**src/rtl/seg7_capture_if.sv**
```systemverilog
// seg7_capture_if: the seven-segment receive bus.
//   digit_in / display_in : scanned active-low anode and segment lines from the display driver
//   nums / digit_valid / frame_valid / update / err : recovered digit state reported by the capture block
// master: whoever drives the pins and watches the results (board logic or testbench).
// slave : the capture block itself.
interface seg7_capture_if;
    logic [3:0]  digit_in;
    logic [6:0]  display_in;
    logic [15:0] nums;
    logic [3:0]  digit_valid;
    logic        frame_valid;
    logic        update;
    logic        err;

    modport master (
        output digit_in,
        output display_in,
        input  nums,
        input  digit_valid,
        input  frame_valid,
        input  update,
        input  err
    );

    modport slave (
        input  digit_in,
        input  display_in,
        output nums,
        output digit_valid,
        output frame_valid,
        output update,
        output err
    );
endinterface

```
**src/rtl/seg7_capture.sv**
```systemverilog
// seg7_capture: receive side of the four-digit multiplexed seven-segment bus.
// Synchronises the asynchronous digit/display pair, waits for it to stay
// unchanged for SETTLE cycles, then decodes the segment pattern back to a
// 4-bit code and stores it in the nibble selected by the active anode.
//
// Parameters:
//   SETTLE : stable cycles required before sampling (1..255).
// Ports:
//   clk : system clock
//   rst : asynchronous active-low reset
//   bus : seg7_capture_if.slave
//         inputs  digit_in[3:0] (active-low anodes), display_in[6:0] ({g..a}, active-low)
//         outputs nums[15:0], digit_valid[3:0], frame_valid, update, err
// Optional build macro:
//   SEG7_CAPTURE_ERR_EN : invalid segment patterns are dropped and set the
//                         sticky err flag; otherwise they are stored as 4'hE
//                         and err is tied low.
module seg7_capture #(
    parameter int unsigned SETTLE = 4
) (
    input  logic           clk,
    input  logic           rst,
    seg7_capture_if.slave  bus
);

    localparam int unsigned DIG_W      = 4;
    localparam int unsigned SEG_W      = 7;
    localparam int unsigned CNT_W      = 8;
    localparam int unsigned CODE_W     = 4;
    localparam int unsigned NUM_DIGITS = 4;
    localparam int unsigned IDX_W      = 2;
    localparam int unsigned NUMS_W     = NUM_DIGITS * CODE_W;

    // One sampled bus state: anodes above segments
    typedef struct packed {
        logic [DIG_W-1:0] digit;
        logic [SEG_W-1:0] display;
    } pair_t;

    pair_t               meta_q;
    pair_t               s_q;
    pair_t               p_q;
    logic [CNT_W-1:0]    cnt_q;

    logic [NUMS_W-1:0]     nums_q;
    logic [NUM_DIGITS-1:0] valid_q;
    logic                  frame_q;
    logic                  update_q;

    logic                  strobe_c;
    logic [IDX_W-1:0]      idx_c;
    logic                  idx_ok_c;
    logic [CODE_W-1:0]     code_raw_c;
    logic                  code_ok_c;
    logic [CODE_W-1:0]     wr_code_c;
    logic                  wr_c;
    logic [CODE_W-1:0]     old_code_c;
    logic                  changed_c;
    logic [NUMS_W-1:0]     nums_nxt_c;
    logic [NUM_DIGITS-1:0] valid_nxt_c;

    // Two-flop synchroniser plus one delayed copy for change detection.
    // Reset to all-ones so the idle state looks like a blanked display.
    always_ff @(posedge clk or negedge rst) begin
        if (!rst) begin
            meta_q <= '1;
            s_q    <= '1;
            p_q    <= '1;
        end else begin
            meta_q <= {bus.digit_in, bus.display_in};
            s_q    <= meta_q;
            p_q    <= s_q;
        end
    end

    // Settle counter: clears on any change, saturates at SETTLE
    always_ff @(posedge clk or negedge rst) begin
        if (!rst) begin
            cnt_q <= '0;
        end else if (s_q != p_q) begin
            cnt_q <= '0;
        end else if (cnt_q != CNT_W'(SETTLE)) begin
            cnt_q <= cnt_q + CNT_W'(1);
        end
    end

    // Saturation makes this compare true on exactly one cycle per stable window
    assign strobe_c = (s_q == p_q) && (cnt_q == CNT_W'(SETTLE - 1));

    // Anode decode: only a single low line selects a digit
    always_comb begin
        idx_c    = '0;
        idx_ok_c = 1'b1;
        case (s_q.digit)
            4'b1110: idx_c = IDX_W'(0);
            4'b1101: idx_c = IDX_W'(1);
            4'b1011: idx_c = IDX_W'(2);
            4'b0111: idx_c = IDX_W'(3);
            default: idx_ok_c = 1'b0;
        endcase
    end

    // Segment decode, {g,f,e,d,c,b,a} active-low
    always_comb begin
        code_raw_c = '0;
        code_ok_c  = 1'b1;
        case (s_q.display)
            7'b1000000: code_raw_c = 4'h0;
            7'b1111001: code_raw_c = 4'h1;
            7'b0100100: code_raw_c = 4'h2;
            7'b0110000: code_raw_c = 4'h3;
            7'b0011001: code_raw_c = 4'h4;
            7'b0010010: code_raw_c = 4'h5;
            7'b0000010: code_raw_c = 4'h6;
            7'b1111000: code_raw_c = 4'h7;
            7'b0000000: code_raw_c = 4'h8;
            7'b0010000: code_raw_c = 4'h9;
            7'b1111111: code_raw_c = 4'hF;
            default:    code_ok_c  = 1'b0;
        endcase
    end

`ifdef SEG7_CAPTURE_ERR_EN
    logic err_q;

    // Invalid patterns are dropped and flagged
    assign wr_code_c = code_raw_c;
    assign wr_c      = strobe_c && idx_ok_c && code_ok_c;

    // Sticky error: any non-table pattern sampled on a selected digit
    always_ff @(posedge clk or negedge rst) begin
        if (!rst) begin
            err_q <= 1'b0;
        end else if (strobe_c && idx_ok_c && !code_ok_c) begin
            err_q <= 1'b1;
        end
    end

    assign bus.err = err_q;
`else
    // Invalid patterns are stored as 4'hE so the mirror shows something is off
    assign wr_code_c = code_ok_c ? code_raw_c : 4'hE;
    assign wr_c      = strobe_c && idx_ok_c;
    assign bus.err   = 1'b0;
`endif

    assign old_code_c = nums_q[{idx_c, 2'b00} +: CODE_W];
    assign changed_c  = (old_code_c != wr_code_c) || !valid_q[idx_c];

    // Next digit state; frame_valid follows the next-state valid bits so it
    // rises together with the last digit_valid bit
    always_comb begin
        nums_nxt_c  = nums_q;
        valid_nxt_c = valid_q;
        if (wr_c) begin
            nums_nxt_c[{idx_c, 2'b00} +: CODE_W] = wr_code_c;
            valid_nxt_c[idx_c]                   = 1'b1;
        end
    end

    // Captured digit state and change pulse
    always_ff @(posedge clk or negedge rst) begin
        if (!rst) begin
            nums_q   <= '0;
            valid_q  <= '0;
            frame_q  <= 1'b0;
            update_q <= 1'b0;
        end else begin
            nums_q   <= nums_nxt_c;
            valid_q  <= valid_nxt_c;
            frame_q  <= &valid_nxt_c;
            update_q <= wr_c && changed_c;
        end
    end

    assign bus.nums        = nums_q;
    assign bus.digit_valid = valid_q;
    assign bus.frame_valid = frame_q;
    assign bus.update      = update_q;

endmodule

```
**src/flat_wrapper.sv**
```systemverilog
// flat-port wrapper written by rule: the top's interface ports become plain ports
module seg7_capture_flat 
#(
    parameter int unsigned SETTLE = 4
)
  (clk, rst, bus_digit_in, bus_display_in, bus_nums, bus_digit_valid, bus_frame_valid, bus_update, bus_err);
  seg7_capture_if bus_i ();
  input  logic clk;
  input  logic rst;
  input wire logic [$bits(bus_i.digit_in)-1:0] bus_digit_in;
  input wire logic [$bits(bus_i.display_in)-1:0] bus_display_in;
  output wire logic [$bits(bus_i.nums)-1:0] bus_nums;
  output wire logic [$bits(bus_i.digit_valid)-1:0] bus_digit_valid;
  output wire logic [$bits(bus_i.frame_valid)-1:0] bus_frame_valid;
  output wire logic [$bits(bus_i.update)-1:0] bus_update;
  output wire logic [$bits(bus_i.err)-1:0] bus_err;
  assign bus_i.digit_in = bus_digit_in;
  assign bus_i.display_in = bus_display_in;
  assign bus_nums = bus_i.nums;
  assign bus_digit_valid = bus_i.digit_valid;
  assign bus_frame_valid = bus_i.frame_valid;
  assign bus_update = bus_i.update;
  assign bus_err = bus_i.err;
  seg7_capture #(.SETTLE(SETTLE)) u_core (.clk(clk), .rst(rst), .bus(bus_i));
endmodule
```
**config.mk**
```make
export PLATFORM = sky130hd
export DESIGN_NAME = seg7_capture_flat
export DESIGN_NICKNAME = d
export VERILOG_FILES = /design/src/rtl/seg7_capture_if.sv /design/src/rtl/seg7_capture.sv /design/src/flat_wrapper.sv
export SDC_FILE = /design/constraint.sdc
export NUM_CORES = 1
export LEC_CHECK = 0
export ABC_AREA = 1
export CORE_ASPECT_RATIO = 1.75
export CORE_MARGIN = 2
export CORE_UTILIZATION = 56
export DETAILED_ROUTE_END_ITERATION = 8
export PLACE_DENSITY_LB_ADDON = 0.15
export SLEW_MARGIN = 40
export SYNTH_ARGS = -nofsm -noshare
export SYNTH_HDL_FRONTEND = slang
export SYNTH_SLANG_ARGS = --single-unit
```
**constraint.sdc**
```tcl
create_clock -name clk -period 2.3 [get_ports clk]
set_input_delay 0.46 -clock clk [delete_from_list [all_inputs] [get_ports clk]]
set_output_delay 0.46 -clock clk [all_outputs]
set_load 0.1 [all_outputs]
```
; After elaboration in Yosys (flattened, before gate mapping)
; Index checks and enable logic that the tools add are counted.
[word_totals]
register_bits = 63
input_bits = 13
[op_classes]
add_sub_neg = 2
n_lt_le_gt_ge = 2
n_eq_ne = 19
n_shift = 3
muxes = 13
bitwise_logic = 1
n_reduce_logical = 11
[ops]
columns = cell, count
row1 = one-hot mux 4 bit (10 select lines), 1
row2 = equality test 7 bit (second input constant), 4
row3 = equality test 7 x 5 -> 1 bit (second input constant), 3
row4 = bitwise mux 16 bit, 1
row5 = 2-to-1 mux 8 bit, 2
row6 = variable shift 4 x 6 -> 16 bit (first input constant), 1
row7 = indexed part select 16 x 5 -> 4 bit, 1
row8 = indexed part select 4 x 6 -> 16 bit, 1
row9 = equality test 7 x 6 -> 1 bit (second input constant), 2
row10 = equality test 4 bit (second input constant), 3
row11 = equality test 11 bit, 1
row12 = != test 11 bit, 1
row13 = OR reduction 11 bit, 1
row14 = adder 8 x 1 -> 8 bit (second input constant), 1
row15 = equality test 8 x 2 -> 1 bit (second input constant), 1
row16 = 2-to-1 mux 4 bit, 2
row17 = != test 8 x 3 -> 1 bit (second input constant), 1
row18 = equality test 7 x 2 -> 1 bit (second input constant), 1
row19 = logical NOT 7 bit, 1
row20 = negator 4 -> 6 bit, 1
row21 = one-hot mux 2 bit (3 select lines), 1
row22 = equality test 4 x 3 -> 1 bit (second input constant), 1
row23 = logical AND 1 bit, 4
row24 = 2-to-1 mux 1 bit, 4
row25 = 11 further kinds, 11

; Longest topological paths before layout
[logic_depth]
word_depth = 9
depth_mapped = 14
ltp_nobuf = 13

; Worst setup path after synthesis
; No wires, ideal clock.
[synth_path]
kind = register to register
start = register u_core.s_q[10] (netlist name)
end = register u_core.nums_q[0], in the netlist u_core.bus.nums[0]
arrival_time_ns = 1.867
required_time_ns = 2.217
slack_ns = 0.350
stages_incl_launch_ff = 10
period_less_slack_ns = 1.950
path_cell_list = dfstp_2 -> inv_1 -> nand2_1 -> nand3_2 -> buf_2 -> inv_2 -> ha_1 -> nor3_1 -> nand2_1 -> o22ai_1
[synth_between]
elab_chain_cells = 5
[synth_rtl]
columns = item, line_no
row1 = start: declaration, seg7_capture.sv:41  ; pair_t s_q;
row2 = start signal: assignment, seg7_capture.sv:71  ; s_q <= meta_q;
row3 = equality test 4 x 3 -> 1 bit or equality test 4 bit (tied branches), seg7_capture.sv:94  ; case (s_q.digit)
row4 = one-hot mux 2 bit (3 select lines), seg7_capture.sv:94
row5 = negator 4 -> 6 bit, seg7_capture.sv:156  ; nums_nxt_c[{idx_c, 2'b00} +: CODE_W] = wr_code_c;
row6 = indexed part select 4 x 6 -> 16 bit or variable shift 4 x 6 -> 16 bit (tied branches), seg7_capture.sv:156
row7 = bitwise mux 16 bit, seg7_capture.sv:156
row8 = end signal: assignment, seg7_capture.sv:169  ; nums_q <= nums_nxt_c;
row9 = end: declaration, seg7_capture.sv:45  ; logic [NUMS_W-1:0] nums_q;
; Parallel ways exist; a longest one is shown, timed or not.
; A chain may end at the register's enable or synchronous reset.

; Final worst setup path
[layout_path]
start = register u_core.s_q[9] (netlist name)
end = register u_core.nums_q[0], in the netlist u_core.bus.nums[0]
; The elaborated chain is that of the path after synthesis.

==> flow_summary.toml <==
[die]
rows = 35
die_x_um = 60.2
die_area_um2 = 6160
start_util_pct = 58.4
die_h_um = 102
core_um2 = 5300
io_pins = 36

[synthesis]
synth_area_um2 = 3090
yosysSeqAreaShare_pct = 52.3
syn_nets = 373
syn-instance-count = 351
yosysWarnings = 0
ys_seq_elements = 63
synth-xor-area-share_pct = 2.83
yosys.area_share.simple_pct = 26.5
synth_fa_ha_area_share_pct = 3.64
synth_top_family_by_area = "simple AND/OR/NAND/NOR gates"
avgSynthCellArea_um2 = 8.82
synthMuxAreaShare_pct = 0
ys_types = 34
synth_compound_area_share_pct = 7.44

[finish]
nNetsFinal = 419
syn_to_final_growth_pct = 18.1
final_cells = 476
antenna_cells = 0
drive_above_1_share_pct = 24.4

[clock_tree]
root_buffer = "clkbuf_8"
cts_tree = "built"
cts_resized = 0
tritoncts_num_sinks = 63
cts_made_buffers = 9
clockBufferDepth = 2
clk_pin_slew_ps = 60
cts_setup_buffers = 0
holdBufCountCts = 0
clock_latency_ps = 340
htreeDepth = 3

[grt]
grt_pass1_wl_mm = 10.6
grt_start_max_net_pins = 64
grt_pass1_vias = 2397
grt_remaining_overflow = 0
grt_usage_pct = 24.1
grt_antenna_before_repair = 0

[timing]
tightest_slew_ps = 531
period_share_pct = 91.7
rsz0062_at_grt = "no"
hold_viol_final = 0
slew_headroom_pct = 64.2
drv_slew = 0
tns_ps = 0
holdWs_ps = 125
max_freq_ghz = 0.474
setup_violations = 0
fin_crit_ps = 2110
fin_skew_ps = 5.33

[route]
first_pass_iters = 4
drc = 0
ant_nets = 0
drt_wl_total_mm = 6.39
drt-initial-drc-count = 85
via_per_inst = 5.04
vias = 2399
wire_per_inst_um = 13.4

[placed_design]
place_inst = 460
place_congestion = 0.899
io_buffers = 34
place_hpwl_mm = 5.00

[power_and_ir_drop]
power.density_nw_per_um2 = 599
irDropWorstVdd_uv = 406
leakage_nw = 1.72

[critical_path]
cp-start-kind = "flop"
path_class = "reg2reg"
cpPeakStageDelay_ps = 580
crit_top_cell = "nand2_1"
cp_data_arrival_time_ps = 2370
critical_path.cell_chain = "nand2_1 > inv_1 > nand3_2 > inv_2 > ha_1 > nor3_1 > nand2_1 > o22ai_1"
cp.required_ps = 2560
crit_path_end_kind = "flop"
cp_slowest_cell = "dfstp_2"
crit_fanout = 9

[status]
status = "completed"

[worst_hold_path]
hold_class = "in2async"

[run]
maxCapViolCount = 0
==> path summary, 6_finish.rpt <==
path,start,endpoint,slack [ps],depth (start not counted)
min in group clk,u_core.meta_q[9]$_DFF_PN1_,u_core.s_q[9]$_DFF_PN1_,360,0
max in group asynchronous,rst,u_core.meta_q[10]$_DFF_PN1_,1880,2
setup reg to reg,u_core.s_q[9]$_DFF_PN1_,u_core.bus.nums[0]$_DFFE_PN0P_,190,8
setup / recovery,u_core.s_q[9]$_DFF_PN1_,u_core.bus.nums[0]$_DFFE_PN0P_,190,8
hold reg to reg,u_core.meta_q[9]$_DFF_PN1_,u_core.s_q[9]$_DFF_PN1_,360,0
hold / removal,rst,u_core.bus.nums[12]$_DFFE_PN0P_,120,2
==> sequential cells by signal, indices dropped and copies added, names as in the netlist <==
register / cells
u_core.cnt_q: 8
u_core.bus.nums: 16
u_core.p_q: 11
u_core.bus.digit_valid: 4
u_core.meta_q: 11
u_core.bus.update: 1
u_core.bus.frame_valid: 1
u_core.s_q: 11
==> cell usage after synthesis (all sizes together) <==
cell / count / area share (%)
a31oi: 1 / 0.20
or2: 1 / 0.20
o22ai: 7 / 1.4
xor2: 5 / 1.4
nand4: 6 / 1.2
nand3: 26 / 5.1
o21ai: 21 / 3.8
conb: 1 / 0.12
ha: 9 / 3.6
xnor2: 5 / 1.4
nor4: 1 / 0.20
buf: 2 / 0.40
nor2: 41 / 6.5
dfrtp: 30 / 24
nor3: 10 / 2.0
and2: 1 / 0.20
inv: 52 / 6.3
clkbuf: 1 / 0.44
dfstp: 33 / 28
nand2: 87 / 11
o21bai: 1 / 0.36
o211ai: 1 / 0.24
a21oi: 9 / 1.5
==> metal layers <==
layer | track usage [%] | wire [µm]
met5 | 0 | 0
met4 | 14.0 | 266
met3 | 5.57 | 191
met2 | 43.8 | 3650
met1 | 23.9 | 2290
==> power by group <==
group / total, mW / internal (mW) / switching [mW]
Sequential: 1.19 / 1.16 / 0.0252
Combinational: 0.174 / 0.0620 / 0.112
Clock: 0.827 / 0.450 / 0.378
==> final cells by class <==
type                            instances  area [µm²]
Fill cell                             429        1640
Tap cell                               74        92.6
Clock buffer                           15         166
Clock inverter                          1        5.00
Inverter                               52         195
Multi-Input combinational cell        233        1250
Sequential cell                        63        1620
Timing Repair Buffer                   38         323
==> cell usage in the layout (no fill, tap or decap), types with 3 or more instances in the layout <==
cell             netlist  layout
inv_2                  5       5
clkbuf_8               1      11
nand2_1               82      82
inv_1                 47      47
ha_1                   9       9
nor2_4                 6       6
clkdlybuf4s50_1        0      11
xnor2_1                5       5
dfstp_2               33      33
nand3_2                3       3
o21ai_2                3       3
o21ai_1                4       4
nand4_1                6       6
xor2_1                 5       5
clkbuf_1               0       4
buf_4                  1      25
nand3_1               22      22
nand2_2                4       4
o21ai_0               14      14
nor2_1                34      34
dfrtp_1               30      30
a21oi_1                9       9
o22ai_1                7       7
nor3_1                 9       9
==> through the flow <==
stage | worst slack (ps) | power (mW) | utilization (%) | area, µm²
finish | 191 | 2.19 | 69.0 | 3650
global route | 3.03 | 2.30 | 69.0 | 3650
global placement | 253 | 1.38 | 65.7 | 3480
floorplan | 350 | 1.31 | - | 3090
CTS | 193 | 2.22 | 69.0 | 3650
detailed placement | 218 | 1.38 | 65.7 | 3480
==> kinds of logic after synthesis <==
group	after synthesis
other	1
AOI/OAI and AO/OA	40
DFF	63
buffers and inverters	55
adders and majority gates	9
and+or+nand+nor	173
xor gates and xnor gates	10
==> critical path, delay by kind of cell, from the launching register on <==
kind / cells / cell delay (ps)
AOI/OAI and AO/OA: 1 / 110
and+or+nand+nor: 4 / 760
buffers and inverters: 2 / 310
adders and majority gates: 1 / 270
DFF: 1 / 580
(Power assumes the default switching activity.)
